`src/rtl/mac_dot_sequencer_if.sv`:
```
`default_nettype none
// ============================================================================
// Module  : mac_dot_sequencer_if
// Brief   : Bundles the command, operand stream, MAC drive and result port
//           signals of the dot-product sequencer.
//           slave  = the sequencer's view
//           master = the surrounding system (command source, operand source,
//                    MAC and result consumer)
// Revision: 1.0 - initial release
// ============================================================================
interface mac_dot_sequencer_if #(
    parameter int LEN_W = 8
) ();

    // Command
    logic             start;
    logic [LEN_W-1:0] len;
    logic             busy;

    // Operand stream
    logic             op_valid;
    logic             op_ready;
    logic [7:0]       op_a;
    logic [7:0]       op_b;

    // MAC drive and readback
    logic             mac_reset;
    logic [7:0]       mac_in1;
    logic [7:0]       mac_in2;
    logic             mac_out_hl;
    logic [15:0]      mac_out;
    logic             mac_error;

    // Result port
    logic             res_valid;
    logic             res_ready;
    logic [31:0]      res_data;
    logic             res_error;

    modport slave (
        input  start, len, op_valid, op_a, op_b, mac_out, mac_error, res_ready,
        output busy, op_ready, mac_reset, mac_in1, mac_in2, mac_out_hl,
               res_valid, res_data, res_error
    );

    modport master (
        output start, len, op_valid, op_a, op_b, mac_out, mac_error, res_ready,
        input  busy, op_ready, mac_reset, mac_in1, mac_in2, mac_out_hl,
               res_valid, res_data, res_error
    );

endinterface
`default_nettype wire

```
`src/rtl/mac_dot_sequencer.sv`:
```
`default_nettype none
// ============================================================================
// Module  : mac_dot_sequencer
// Brief   : Clears the fp8 MAC, streams N operand pairs into it, reads the
//           32-bit accumulator back as two 16-bit halves and hands the result
//           plus a sticky error flag to a valid/ready consumer.
// Revision: 1.0 - initial release
// ============================================================================
module mac_dot_sequencer #(
    parameter int LEN_W = 8
) (
    input  wire logic          clk,
    input  wire logic          reset,
    mac_dot_sequencer_if.slave bus
);

    localparam logic [2:0] c_ST_IDLE    = 3'd0;
    localparam logic [2:0] c_ST_FEED    = 3'd1;
    localparam logic [2:0] c_ST_READ_LO = 3'd2;
    localparam logic [2:0] c_ST_READ_HI = 3'd3;
    localparam logic [2:0] c_ST_DONE    = 3'd4;

    localparam logic [LEN_W-1:0] c_ZERO = '0;
    localparam logic [LEN_W-1:0] c_ONE  = {{(LEN_W-1){1'b0}}, 1'b1};

    logic [2:0]       r_state;
    logic [LEN_W-1:0] r_count;
    logic             r_err;
    logic [15:0]      r_lo;
    logic [31:0]      r_res_data;
    logic             r_res_error;

    logic             w_feed;
    logic             w_accept;

    assign w_feed   = (r_state == c_ST_FEED);
    assign w_accept = w_feed & bus.op_valid;

    // Sequencing FSM: counts accepted pairs, then reads back low and high halves
    always_ff @(posedge clk) begin
        if (reset) begin
            r_state     <= c_ST_IDLE;
            r_count     <= c_ZERO;
            r_err       <= 1'b0;
            r_lo        <= 16'h0000;
            r_res_data  <= 32'h0000_0000;
            r_res_error <= 1'b0;
        end else begin
            case (r_state)
                c_ST_IDLE: begin
                    if (bus.start) begin
                        r_count <= bus.len;
                        r_err   <= 1'b0;
                        r_state <= (bus.len != c_ZERO) ? c_ST_FEED : c_ST_READ_LO;
                    end
                end
                c_ST_FEED: begin
                    // A bubble holds everything; the MAC sees a zero product
                    if (bus.op_valid) begin
                        r_err   <= r_err | bus.mac_error;
                        r_count <= r_count - c_ONE;
                        if (r_count == c_ONE) begin
                            r_state <= c_ST_READ_LO;
                        end
                    end
                end
                c_ST_READ_LO: begin
                    r_lo    <= bus.mac_out;
                    r_state <= c_ST_READ_HI;
                end
                c_ST_READ_HI: begin
                    r_res_data  <= {bus.mac_out, r_lo};
                    r_res_error <= r_err;
                    r_state     <= c_ST_DONE;
                end
                c_ST_DONE: begin
                    // A start in this cycle is dropped: only IDLE takes commands
                    if (bus.res_ready) begin
                        r_state <= c_ST_IDLE;
                    end
                end
                default: begin
                    r_state <= c_ST_IDLE;
                end
            endcase
        end
    end

    // Output decode from the state register; operands pass through only on accept
    always_comb begin
        bus.busy       = (r_state != c_ST_IDLE);
        bus.op_ready   = w_feed;
        bus.mac_reset  = (r_state == c_ST_IDLE) || (r_state == c_ST_DONE);
        bus.mac_in1    = w_accept ? bus.op_a : 8'h00;
        bus.mac_in2    = w_accept ? bus.op_b : 8'h00;
        bus.mac_out_hl = (r_state == c_ST_READ_HI);
        bus.res_valid  = (r_state == c_ST_DONE);
        bus.res_data   = r_res_data;
        bus.res_error  = r_res_error;
    end

endmodule
`default_nettype wire

```
`src/flat_wrapper.sv`:
```
// flat-port wrapper written by rule: the top's interface ports become plain ports
module mac_dot_sequencer_flat 
#(
    parameter int LEN_W = 8
)
  (clk, reset, bus_start, bus_len, bus_op_valid, bus_op_a, bus_op_b, bus_mac_out, bus_mac_error, bus_res_ready, bus_busy, bus_op_ready, bus_mac_reset, bus_mac_in1, bus_mac_in2, bus_mac_out_hl, bus_res_valid, bus_res_data, bus_res_error);
  mac_dot_sequencer_if #(.LEN_W(LEN_W)) bus_i ();
  input  wire logic clk;
  input  wire logic reset;
  input wire logic [$bits(bus_i.start)-1:0] bus_start;
  input wire logic [$bits(bus_i.len)-1:0] bus_len;
  input wire logic [$bits(bus_i.op_valid)-1:0] bus_op_valid;
  input wire logic [$bits(bus_i.op_a)-1:0] bus_op_a;
  input wire logic [$bits(bus_i.op_b)-1:0] bus_op_b;
  input wire logic [$bits(bus_i.mac_out)-1:0] bus_mac_out;
  input wire logic [$bits(bus_i.mac_error)-1:0] bus_mac_error;
  input wire logic [$bits(bus_i.res_ready)-1:0] bus_res_ready;
  output wire logic [$bits(bus_i.busy)-1:0] bus_busy;
  output wire logic [$bits(bus_i.op_ready)-1:0] bus_op_ready;
  output wire logic [$bits(bus_i.mac_reset)-1:0] bus_mac_reset;
  output wire logic [$bits(bus_i.mac_in1)-1:0] bus_mac_in1;
  output wire logic [$bits(bus_i.mac_in2)-1:0] bus_mac_in2;
  output wire logic [$bits(bus_i.mac_out_hl)-1:0] bus_mac_out_hl;
  output wire logic [$bits(bus_i.res_valid)-1:0] bus_res_valid;
  output wire logic [$bits(bus_i.res_data)-1:0] bus_res_data;
  output wire logic [$bits(bus_i.res_error)-1:0] bus_res_error;
  assign bus_i.start = bus_start;
  assign bus_i.len = bus_len;
  assign bus_i.op_valid = bus_op_valid;
  assign bus_i.op_a = bus_op_a;
  assign bus_i.op_b = bus_op_b;
  assign bus_i.mac_out = bus_mac_out;
  assign bus_i.mac_error = bus_mac_error;
  assign bus_i.res_ready = bus_res_ready;
  assign bus_busy = bus_i.busy;
  assign bus_op_ready = bus_i.op_ready;
  assign bus_mac_reset = bus_i.mac_reset;
  assign bus_mac_in1 = bus_i.mac_in1;
  assign bus_mac_in2 = bus_i.mac_in2;
  assign bus_mac_out_hl = bus_i.mac_out_hl;
  assign bus_res_valid = bus_i.res_valid;
  assign bus_res_data = bus_i.res_data;
  assign bus_res_error = bus_i.res_error;
  mac_dot_sequencer #(.LEN_W(LEN_W)) u_core (.clk(clk), .reset(reset), .bus(bus_i));
endmodule
```
`config.mk`:
```
export PLATFORM = sky130hd
export DESIGN_NAME = mac_dot_sequencer_flat
export DESIGN_NICKNAME = d
export VERILOG_FILES = /design/src/rtl/mac_dot_sequencer_if.sv /design/src/rtl/mac_dot_sequencer.sv /design/src/flat_wrapper.sv
export SDC_FILE = /design/constraint.sdc
export NUM_CORES = 1
export LEC_CHECK = 0
export ABC_AREA = 1
export BUFFER_PORTS_ARGS = -buffer_cell sky130_fd_sc_hd__buf_2
export CELL_PAD_IN_SITES_DETAIL_PLACEMENT = 2
export CELL_PAD_IN_SITES_GLOBAL_PLACEMENT = 2
export CORE_MARGIN = 1.5
export CORE_UTILIZATION = 28
export CTS_CLUSTER_DIAMETER = 30
export DETAILED_ROUTE_END_ITERATION = 8
export GPL_ROUTABILITY_DRIVEN = 1
export PLACE_DENSITY_LB_ADDON = 0.05
export SLEW_MARGIN = 20
export SYNTH_ARGS = -nofsm -noshare
export SYNTH_HDL_FRONTEND = slang
export SYNTH_SLANG_ARGS = --single-unit
```
`constraint.sdc`:
```
create_clock -name clk -period 2 [get_ports clk]
set_clock_uncertainty 0.1 [all_clocks]
set_input_delay 0.1 -clock clk [delete_from_list [all_inputs] [get_ports clk]]
set_output_delay 0.1 -clock clk [all_outputs]
set_load 0.02 [all_outputs]
```
Yosys cells after proc, flatten, opt, wreduce, memory -nomap -nowiden
Index checks and enable logic that the tools add are counted.
Word-level totals
  bits in writable memories: 0
  output and inout bits: 54
  bits in read-only memories: 0
  register bits: 61
  latch bits: 0
  memories: 0
Cells by class
  divide/modulo/power cells: 0
  mux-type cells: 14
  bitwise gates (word level): 2
  add/subtract/negate cells: 1
  multiply operators: 0
  order comparisons: 0
  shifts and indexed selects: 0
  eq/ne operators: 9
  reductions and logical operators: 7
Operators by type and width (count)
  2-to-1 mux 8 bit: 4
  one-hot mux 8 bit (2 select lines): 1
  one-hot mux 3 bit (5 select lines): 1
  2-to-1 mux 3 bit: 4
  == test 8 x 1 -> 1 bit, second input constant: 1
  != test 2 bit, second input constant: 4
  nonzero test 8 bit: 1
  subtractor 8 x 1 -> 8 bit, second input constant: 1
  == test 3 x 2 -> 1 bit, second input constant: 2
  AND reduction 4 bit: 1
  == test 3 x 1 -> 1 bit, second input constant: 1
  == test 3 bit, second input constant: 1
  zero test 3 bit: 1
  AND reduction 3 bit: 1
  nonzero test 3 bit: 1
  2-to-1 mux 1 bit: 2
  2-to-1 mux 2 bit: 1
  one-hot mux 1 bit (2 select lines): 1
  nonzero test 2 bit: 1
  AND 1 bit: 1
  logical OR 1 bit: 1
  OR 1 bit: 1

Longest topological paths before layout
Gate-level depths: netlist of run 1.
  depth in word-level cells: 4
  mapped depth: 11

Worst setup path before layout of run 1
Ideal clock, no wire load.
  path kind: reg-to-reg
  start: register u_core.r_state[2]
  end: register u_core.r_state[0]
  period minus slack after synthesis: 1.625 ns
  arrival time: 1.413 ns
  stages on the path, launching flop included: 8
  path buffers: 0
  library setup time: 0.113 ns
  required time: 1.787 ns
  setup slack: 0.375 ns
  cell sequence: dfxtp_1 inv_2 nor3_1 nand2_1 nand3_2 nand2_1 nand2_1 nor2_1
Between the ends
  word-level cells in the longest chain between the ends: 3
RTL lines
  start, declared: RTL line mac_dot_sequencer.sv:26  | logic [2:0] r_state;
  start signal, assigned: RTL line mac_dot_sequencer.sv:42  | r_state <= c_ST_IDLE;
  start signal, assigned: RTL line mac_dot_sequencer.sv:54  | r_state <= (bus.len != c_ZERO) ? c_ST_FEED : c_ST_READ_LO;
  start signal, assigned: RTL line mac_dot_sequencer.sv:63  | r_state <= c_ST_READ_LO;
  == test 3 bit (*)
  net bus_res_valid: RTL line flat_wrapper.sv:24  | output wire logic [$bits(bus_i.res_valid)-1:0] bus_res_valid;
  != test 2 bit (no line)
  AND reduction 4 bit (no line)
Mark *: on every way through the listed nets, which the timed path passes. The rest lies on a longest branch.
A chain may end at the register's enable or synchronous reset.

Worst setup path after layout of run 1
  start: register u_core.r_state[0]
  end: output bus_mac_out_hl
Between the ends
  word-level cells in the longest chain between the ends: 1
RTL lines
  == test 3 x 2 -> 1 bit: RTL line mac_dot_sequencer.sv:96  | bus.mac_out_hl = (r_state == c_ST_READ_HI);
  end, declared: RTL line flat_wrapper.sv:23  | output wire logic [$bits(bus_i.mac_out_hl)-1:0] bus_mac_out_hl;
Every way passes these cells.

==> flow_metrics.py, run 1 <==
metrics = {
    "critical_path": {
        "crit_chain": "nand2_1 -> nor2_4 -> buf_4 -> buf_2",
        "reg2reg_setup_slack_ns": 0.26,
        "crit_arrival_ns": 1.62,
        "cp_max_fo": 14,
        "r2r_start": "u_core.r_state[2]",
        "ff2ff_path_depth": 6,
        "crit_buf_inv": 2,
        "critPathSlowestCell": "dfxtp_2",
        "startpoint_type": "flip-flop",
        "r2r-end": "u_core.r_lo[7]",
        "cpPeakStageDelay_ns": 0.45,
        "end_kind": "output pin",
        "cpLargestDelayFamily": "flip-flops",
        "critPathKind": "flip-flop to output pin",
        "startpoint": "u_core.r_state[0]",
        "critPathRequiredTime_ns": 1.80,
    },
    "run_status": {
        "status": "complete, no violations",
    },
    "sta": {
        "fin_hold_ws_ns": 0.0186,
        "final.min_clock_period_ns": 1.82,
        "setup_violations": 0,
        "fmax_mhz": 550,
        "final-max-slew-violation-count": 0,
        "period_share": 0.910,
        "fin_tns_setup_ns": 0,
        "maxSlewHeadroom": 0.605,
        "hold_violations": 0,
        "fin_ws_ns": 0.180,
        "tightestPinTransition_ns": 0.592,
        "rsz0062_at_grt": "no",
    },
    "drt": {
        "dr.pass1.iters": 4,
        "drc": 0,
        "routed-via-count": 2936,
        "ant_nets": 0,
        "wl_um": 9670,
        "viasPerCell": 4.60,
        "first_iter_violations": 69,
        "wire_per_inst_um": 15.2,
    },
    "floorplan": {
        "start_util": 0.292,
        "dieArea_um2": 10300,
        "die_x_um": 102,
        "core_um2": 9330,
        "core.rowCount": 35,
        "die_h_um": 102,
        "io_pins": 100,
    },
    "placement": {
        "placed_area_um2": 3310,
        "numPortBuffers": 99,
        "place.gp.congestion": 0.826,
        "place_ws_ns": 0.220,
        "hpwl_um": 6750,
        "placed_cells": 605,
    },
    "global_route": {
        "grt_overflow_total": 0,
        "grt_pass1_vias": 3078,
        "antenna_found_initial": 0,
        "grt_pass1_wl_um": 15300,
        "grtUsageTotal": 0.192,
        "grt_max_degree": 55,
    },
    "hold_path": {
        "min_path_cells": 4,
        "hold_path.class": "primary input to flip-flop",
        "min_to": "u_core.r_err",
        "min_from": "bus_start",
    },
    "synth": {
        "syn_area_um2": 2720,
        "async_flop_share": 0,
        "syn_inst": 391,
        "synth-main-ff-cell": "dfxtp_1",
        "avgSynthCellArea_um2": 6.96,
        "synth_top_cell_area_share": 0.449,
        "yosys.area.top_type": "dfxtp_1",
        "synth_top_cells_by_area": "dfxtp_1, nor2_1, o21ai_0, inv_1, nand2_1",
        "ys_ff_latch": 61,
        "synth_nets": 439,
        "ys_warn_count": 0,
        "synth.distinct_cells": 26,
        "synth_edf_count": 0,
        "yosysSeqAreaShare": 0.449,
    },
    "cts": {
        "cts_max_path_buffers": 2,
        "cts_sinks": 61,
        "root_buffer": "clkbuf_8",
        "numCtsBuffers": 9,
        "htree_levels": 3,
        "post-cts-setup-buffers": 0,
        "cts.reportedPaths.clkPinSlew_ns": 0.06,
        "worstSkewPairLatency_ns": 0.33,
        "cts_tree": "yes",
    },
    "final_layout": {
        "fill_cells": 1162,
        "fin_cells": 638,
        "fin_nets": 553,
        "final_area_um2": 3690,
        "regArea_um2": 1220,
        "syn2layout_area_growth_pct": 35.5,
        "multiInputGateArea_um2": 1230,
        "final_common_cell": "nor2_1",
        "most-common-layout-cells": "nor2_1, buf_2, dfxtp_1",
        "drive_gt1_frac": 0.285,
        "diodes": 0,
    },
    "power": {
        "ir_drop_uv": 363,
        "powerDensity_nw_per_um2": 1220,
        "leakage_nw": 1.98,
    },
    "flow_run": {
        "cap_violations": 0,
    },
}
worst max-delay path by stage:
| stage | slack [ns] | endpoint | depth (start not counted) |
|---|---|---|---|
| 2_1_floorplan | 0.37 | u_core.r_state[0] | 7 |
| 3_3_place_gp | 0.29 | u_core.bus.res_data[21] | 5 |
| 3_5_place_dp | 0.22 | u_core.bus.res_data[3] | 5 |
| 4_1_cts | 0.13 | bus_mac_out_hl | 4 |
| 5_1_grt | 0.08 | bus_mac_out_hl | 4 |
| 6_report | 0.18 | bus_mac_out_hl | 4 |
area by class of cell:
class / count / share of cell area
clock buffer: 11 / 0.0410
inverter: 44 / 0.0451
clock inverter: 4 / 0.0129
tap: 129 / 0.0438
multi-input combinational: 268 / 0.334
sequential: 61 / 0.331
timing repair buffer: 121 / 0.191
synth_stat cells (4+ instances only):
library cell	number
nor2_1	132
dfxtp_1	61
o21ai_0	59
inv_1	35
nand2_1	33
nand3_1	12
buf_2	9
inv_2	8
a21oi_1	6
nand2_2	5
clkbuf_1	4
o21ai_1	4
through the flow:
stage	total power, mW	utilization
floorplan	2.87	-
global placement	3.32	0.355
detailed placement	3.39	0.355
CTS	4.56	0.395
global route	4.84	0.395
finish	4.49	0.395
per-layer routing:
layer / GRT usage / wire (µm) / up-vias
met1: 0.245 / 4470 / 1409
met2: 0.331 / 4640 / 80
li1: - / - / 1443
met4: 0.0513 / 46 / 0
met3: 0.0386 / 514 / 4
met5: 0 / 0 / -
sequential cells by signal (all words and copies together) (netlist names):
register	flops
u_core.r_err	1
u_core.bus.res_data	32
u_core.r_state	3
u_core.r_lo	16
u_core.r_count	8
u_core.bus.res_error	1
report_power, final:
part	total [mW]	internal [mW]	switching [mW]
Combinational	1.74	0.562	1.17
Clock	1.11	0.632	0.474
Sequential	1.65	1.46	0.195
timing repair:
item,CTS,global route
endpoints found under the setup margin,1,0
hold buffers,18,0
gates resized for setup,1,0
endpoints found under the hold margin,35,0
cells by family (layout without fill, tap and decap cells):
| group | after synthesis | in the layout | share of synthesized area |
|---|---|---|---|
| buf+inv | 62 | 180 | 0.0983 |
| flops | 61 | 61 | 0.449 |
| compound gates | 74 | 74 | 0.142 |
| fa+ha+maj | 2 | 2 | 0.00919 |
| simple gates | 192 | 192 | 0.301 |
worst register-to-register path, cell delays in order, from the launching register on:
cell	delay (ns)
dfxtp_1	0.35
inv_2	0.18
nand2_1	0.12
nor2_4	0.35
inv_2	0.26
nor2_1	0.20
nor2_1	0.07
No activity file was read; power rests on OpenSTA's default activity.
==> inputs of run 2 (changes only) <==
--- a/config.mk
+++ b/config.mk
@@ -10,11 +10,12 @@
 export CELL_PAD_IN_SITES_DETAIL_PLACEMENT = 2
 export CELL_PAD_IN_SITES_GLOBAL_PLACEMENT = 2
 export CORE_MARGIN = 1.5
-export CORE_UTILIZATION = 28
+export CORE_UTILIZATION = 26
 export CTS_CLUSTER_DIAMETER = 30
 export DETAILED_ROUTE_END_ITERATION = 8
 export GPL_ROUTABILITY_DRIVEN = 1
 export PLACE_DENSITY_LB_ADDON = 0.05
+export RECOVER_POWER = 50
 export SLEW_MARGIN = 20
 export SYNTH_ARGS = -nofsm -noshare
 export SYNTH_HDL_FRONTEND = slang
==> constraint.sdc (replaced) <==
create_clock -name clk -period 1.8 [get_ports clk]
set_clock_uncertainty 0.1 [all_clocks]
set_input_delay 0.09 -clock clk [delete_from_list [all_inputs] [get_ports clk]]
set_output_delay 0.09 -clock clk [all_outputs]
set_load 0.02 [all_outputs]
==> flow_metrics.py, run 2 (synthesized netlist as in run 1, its figures left out) <==
metrics = {
    "drt": {
        "dr.pass1.iters": 4,
        "wl_um": 9400,
        "drc": 0,
        "first_iter_violations": 65,
        "ant_nets": 0,
        "viasPerCell": 4.51,
        "wire_per_inst_um": 14.3,
        "routed-via-count": 2952,
    },
    "final_layout": {
        "most-common-layout-cells": "nor2_1, buf_2, o21ai_0, dfxtp_1, clkbuf_1",
        "final_common_cell": "nor2_1",
        "syn2layout_area_growth_pct": 36.9,
        "fin_nets": 563,
        "final_area_um2": 3730,
        "fill_cells": 1272,
        "final_core_util": 0.364,
        "drive_gt1_frac": 0.216,
        "diodes": 0,
        "largest_reg_flops": 32,
    },
    "global_route": {
        "met3_usage": 0.0371,
        "grt_use_met2": 0.306,
        "top_usage_layer": "met2",
        "grtUsageTotal": 0.178,
        "grt_pass1_vias": 3074,
        "grt_pass1_wl_um": 15500,
        "antenna_found_initial": 0,
        "grt_max_degree": 39,
        "use_met1": 0.224,
        "grt_overflow_total": 0,
    },
    "cts": {
        "worstSkewPairLatency_ns": 0.33,
        "numCtsBuffers": 9,
        "cts_sinks": 61,
        "root_buffer": "clkbuf_8",
        "cts.reportedPaths.clkPinSlew_ns": 0.07,
        "cts_max_path_buffers": 2,
        "cts_tree": "yes",
        "htree_levels": 3,
    },
    "critical_path": {
        "crit_buf_inv": 2,
        "cpPeakStageDelay_ns": 0.45,
        "end_kind": "output pin",
        "cp_max_fo": 18,
        "critPathRequiredTime_ns": 1.61,
        "crit_chain": "nand2_1 -> nor2_4 -> buf_6 -> buf_2",
        "crit_arrival_ns": 1.51,
        "startpoint_type": "flip-flop",
        "critPathKind": "flip-flop to output pin",
        "cpLargestDelayFamily": "flip-flops",
        "critPathSlowestCell": "dfxtp_1",
    },
    "sta": {
        "maxSlewHeadroom": 0.567,
        "final.min_clock_period_ns": 1.70,
        "setup_violations": 0,
        "final-max-slew-violation-count": 0,
        "hold_violations": 0,
        "rsz0062_at_grt": "no",
        "tightestPinTransition_ns": 0.648,
        "fin_ws_ns": 0.104,
        "period_share": 0.942,
        "fmax_mhz": 590,
    },
    "hold_path": {
        "hold_path.class": "primary input to flip-flop",
    },
    "run_status": {
        "status": "complete, no violations",
    },
    "floorplan": {
        "core.rowCount": 37,
        "io_pins": 100,
        "start_util": 0.266,
        "core_um2": 10200,
        "dieArea_um2": 11100,
        "die_h_um": 105,
        "die_x_um": 105,
    },
    "power": {
        "internal_power_mw": 2.95,
        "leakage_nw": 1.87,
        "powerDensity_nw_per_um2": 1330,
        "seqPwrFrac": 0.371,
        "pwr-share-comb": 0.380,
        "swShare": 0.405,
        "p_sw_mw": 2.00,
        "ir_drop_uv": 532,
        "power_frac_clock": 0.249,
    },
    "placement": {
        "place.gp.congestion": 0.774,
        "place_ws_ns": -0.0634,
        "placed_area_um2": 3330,
        "hpwl_um": 6630,
        "numPortBuffers": 99,
    },
    "flow_run": {
        "cap_violations": 0,
    },
}
run 2: what timing repair did:
item / in CTS / in global routing
pin swaps: 1 / 0
buffers inserted: 4 / 0
setup endpoints to repair: 36 / 2
gates resized for setup: 2 / 1
hold buffers: 22 / 0
endpoints found under the hold margin: 38 / 0
run 2: per-layer routing:
metal | vias to the layer above | part of all wire
li1 | 1464 | -
met1 | 1404 | 0.47
met2 | 75 | 0.48
met3 | 9 | 0.046
met4 | 0 | 0.0093
met5 | - | 0
run 2: power by group through the flow:
stage          combinational, mW  clock (mW)  sequential (mW)
6_report                    1.88        1.23             1.84
5_1_grt                     2.15        1.34             1.88
4_1_cts                     1.98        1.28             1.83
3_5_place_dp                1.91           0             1.85
3_3_place_gp                1.87           0             1.85
2_1_floorplan               1.30           0             1.88
run 2: final cells by class:
type | count | area (µm²) | share of cell area
clock buffers | 14 | 163 | 0.0436
clock inverters | 1 | 30.0 | 0.00805
multi-input cells | 268 | 1220 | 0.329
repair buffers | 131 | 749 | 0.201
well taps | 136 | 170 | 0.0456
flip-flops and latches | 61 | 1220 | 0.329
inverters | 44 | 166 | 0.0446
run 2: worst paths after layout:
check	start	endpoint	slack, ns	cells past startpoint
hold reg to reg	u_core.r_lo[9]	u_core.bus.res_data[9]	0.38	2
hold / removal	bus_len[4]	u_core.r_count[4]	0.009	5
setup / recovery	u_core.r_state[1]	bus_mac_out_hl	0.10	4
setup reg to reg	u_core.r_state[1]	u_core.bus.res_data[16]	0.16	6
run 2: worst min-delay path, delay by kind of cell:
kind | cells | cell delay, ns
buf+inv | 1 | 0.09
simple gates | 4 | 0.22
run 2: per-stage QoR:
step                hold slack [ns]  total power [mW]  instances  setup TNS, ns
global route                 0.0498              5.37        655              0
floorplan                     0.125              3.19        391              0
finish                      0.00937              4.95        655              0
global placement              0.243              3.71        614              0
CTS                         0.00524              5.09        655              0
detailed placement            0.244              3.77        614          -1.10
==> inputs of run 3 (changes only) <==
--- a/config.mk
+++ b/config.mk
@@ -10,7 +10,7 @@
 export CELL_PAD_IN_SITES_DETAIL_PLACEMENT = 2
 export CELL_PAD_IN_SITES_GLOBAL_PLACEMENT = 2
 export CORE_MARGIN = 1.5
-export CORE_UTILIZATION = 26
+export CORE_UTILIZATION = 23
 export CTS_CLUSTER_DIAMETER = 30
 export DETAILED_ROUTE_END_ITERATION = 8
 export GPL_ROUTABILITY_DRIVEN = 1
==> constraint.sdc (replaced) <==
create_clock -name clk -period 1.49 [get_ports clk]
set_clock_uncertainty 0.1 [all_clocks]
set_input_delay 0.0745 -clock clk [delete_from_list [all_inputs] [get_ports clk]]
set_output_delay 0.0745 -clock clk [all_outputs]
set_load 0.02 [all_outputs]
==> flow_metrics.py, run 3 (synthesized netlist as in run 1, its figures left out) <==
metrics = {
    "critical_path": {
        "crit_arrival_ns": 1.36,
        "critPathKind": "flip-flop to output pin",
        "startpoint_type": "flip-flop",
        "critPathRequiredTime_ns": 1.32,
        "r2r_start": "u_core.r_state[0]",
        "end_kind": "output pin",
        "reg2reg_setup_slack_ns": 0.05,
        "r2r-end": "u_core.r_count[6]",
        "ff2ff_path_depth": 11,
        "cp_max_fo": 8,
    },
    "final_layout": {
        "fin_cells": 684,
        "most-common-layout-cells": "nor2_1, dfxtp_1, o21ai_0",
        "syn2layout_area_growth_pct": 62.6,
        "largest_reg_flops": 32,
        "final_common_cell": "nor2_1",
        "diodes": 0,
        "drive_gt1_frac": 0.314,
        "fin_nets": 585,
    },
    "sta": {
        "maxSlewHeadroom": 0.748,
        "fin_ws_ns": -0.0414,
        "rsz0062_at_grt": "yes",
        "fmax_mhz": 653,
        "final-max-slew-violation-count": 0,
        "setup_violations": 16,
        "period_share": 1.03,
        "fin_tns_setup_ns": -0.398,
        "fin_hold_ws_ns": -0.0172,
        "tightestPinTransition_ns": 0.378,
        "hold_violations": 1,
        "final.min_clock_period_ns": 1.53,
    },
    "hold_path": {
        "min_from": "bus_res_ready",
        "min_path_cells": 4,
        "hold_path.class": "primary input to flip-flop",
        "min_to": "u_core.r_state[2]",
    },
    "flow_run": {
        "cap_violations": 0,
    },
    "global_route": {
        "antenna_found_initial": 0,
        "grt_max_degree": 45,
        "grt_pass1_vias": 3284,
        "grt_pass1_wl_um": 17000,
        "grt_overflow_total": 0,
        "grtUsageTotal": 0.172,
    },
    "run_status": {
        "status": "finished, violations left",
        "violations": "hold timing, setup timing",
    },
    "drt": {
        "ant_nets": 0,
        "dr.pass1.iters": 4,
        "wire_per_inst_um": 15.4,
        "routed-via-count": 3083,
        "drc": 0,
        "viasPerCell": 4.51,
        "first_iter_violations": 78,
        "wl_um": 10500,
    },
    "floorplan": {
        "dieArea_um2": 12500,
        "core_um2": 11500,
        "io_pins": 100,
        "die_x_um": 112,
        "core.rowCount": 39,
        "die_h_um": 112,
        "start_util": 0.237,
    },
    "power": {
        "powerDensity_nw_per_um2": 1700,
        "ir_drop_uv": 666,
        "leakage_nw": 2.10,
    },
    "cts": {
        "cts_max_path_buffers": 2,
        "root_buffer": "clkbuf_16",
        "htree_levels": 3,
        "cts.reportedPaths.clkPinSlew_ns": 0.05,
        "numCtsBuffers": 9,
        "cts_tree": "yes",
        "cts_sinks": 61,
        "worstSkewPairLatency_ns": 0.32,
    },
    "placement": {
        "place.gp.congestion": 0.805,
        "place_ws_ns": -0.0850,
        "placed_cells": 627,
        "numPortBuffers": 99,
        "hpwl_um": 6780,
    },
}
run 3: changes by cell type in the layout (fill, tap and decap cells not counted), sizes merged:
cell         change
clkinvlp         +1
bufbuf           +1
clkinv           +1
dlygate4sd3      -1
inv              +1
buf             +24
clkbuf           -5
run 3: through the flow:
step | instance area [µm²] | utilization | power (mW) | hold WS (ns)
final | 4430 | 0.386 | 7.53 | -0.0172
after detailed placement | 3400 | 0.297 | 4.68 | 0.230
after global routing | 4430 | 0.386 | 8.05 | 0.00194
after global placement | 3400 | 0.297 | 4.63 | 0.220
after CTS | 4330 | 0.378 | 7.37 | 0.0137
after floorplan | 2730 | - | 3.85 | 0.109
run 3: worst max-delay path by stage:
stage / slack (ns) / endpoint / from
2_1_floorplan: 0.04 / u_core.r_state[0] / u_core.r_state[0]
3_3_place_gp: -0.02 / u_core.bus.res_data[24] / u_core.r_state[0]
3_5_place_dp: -0.09 / u_core.bus.res_data[24] / u_core.r_state[0]
4_1_cts: -0.03 / bus_mac_in1[4] / u_core.r_state[0]
5_1_grt: -0.11 / bus_mac_in1[0] / u_core.r_state[0]
6_report: -0.04 / bus_mac_in1[0] / u_core.r_state[0]
run 3: worst max-delay path: stages (launching register included):
cell	delay, ns
dfxtp_4	0.37
buf_6	0.10
nand4_4	0.14
buf_16	0.21
nor2_4	0.09
buf_6	0.12
run 3: power by group:
group	switching [mW]	internal (mW)
registers	0.252	1.97
logic	1.87	1.33
clock network	0.734	1.37
total	2.86	4.67
run 3: what timing repair did:
item / 4_1_cts / 5_1_grt
buffers inserted: 10 / 9
setup endpoints to repair: 58 / 62
cloned: 2 / 0
pin swaps: 3 / 4
endpoints found under the hold margin: 39 / 0
resized for setup: 87 / 27
hold buffers: 21 / 0
run 3: layout make-up:
type                       count  area, µm²
tap                          143        179
sequential                    61       1230
inverter                      44        188
multi-input combinational    268       1410
fill                        1331       7040
clock buffer                  11        253
timing repair buffer         153       1120
clock inverter                 4       47.5
run 3: per-layer routing:
metal  track usage  wire, µm  up-vias
met3        0.0370       468        6
li1              -         -     1522
met4        0.0532       106        0
met5             0         0        -
met2         0.285      4950       80
met1         0.223      5010     1475
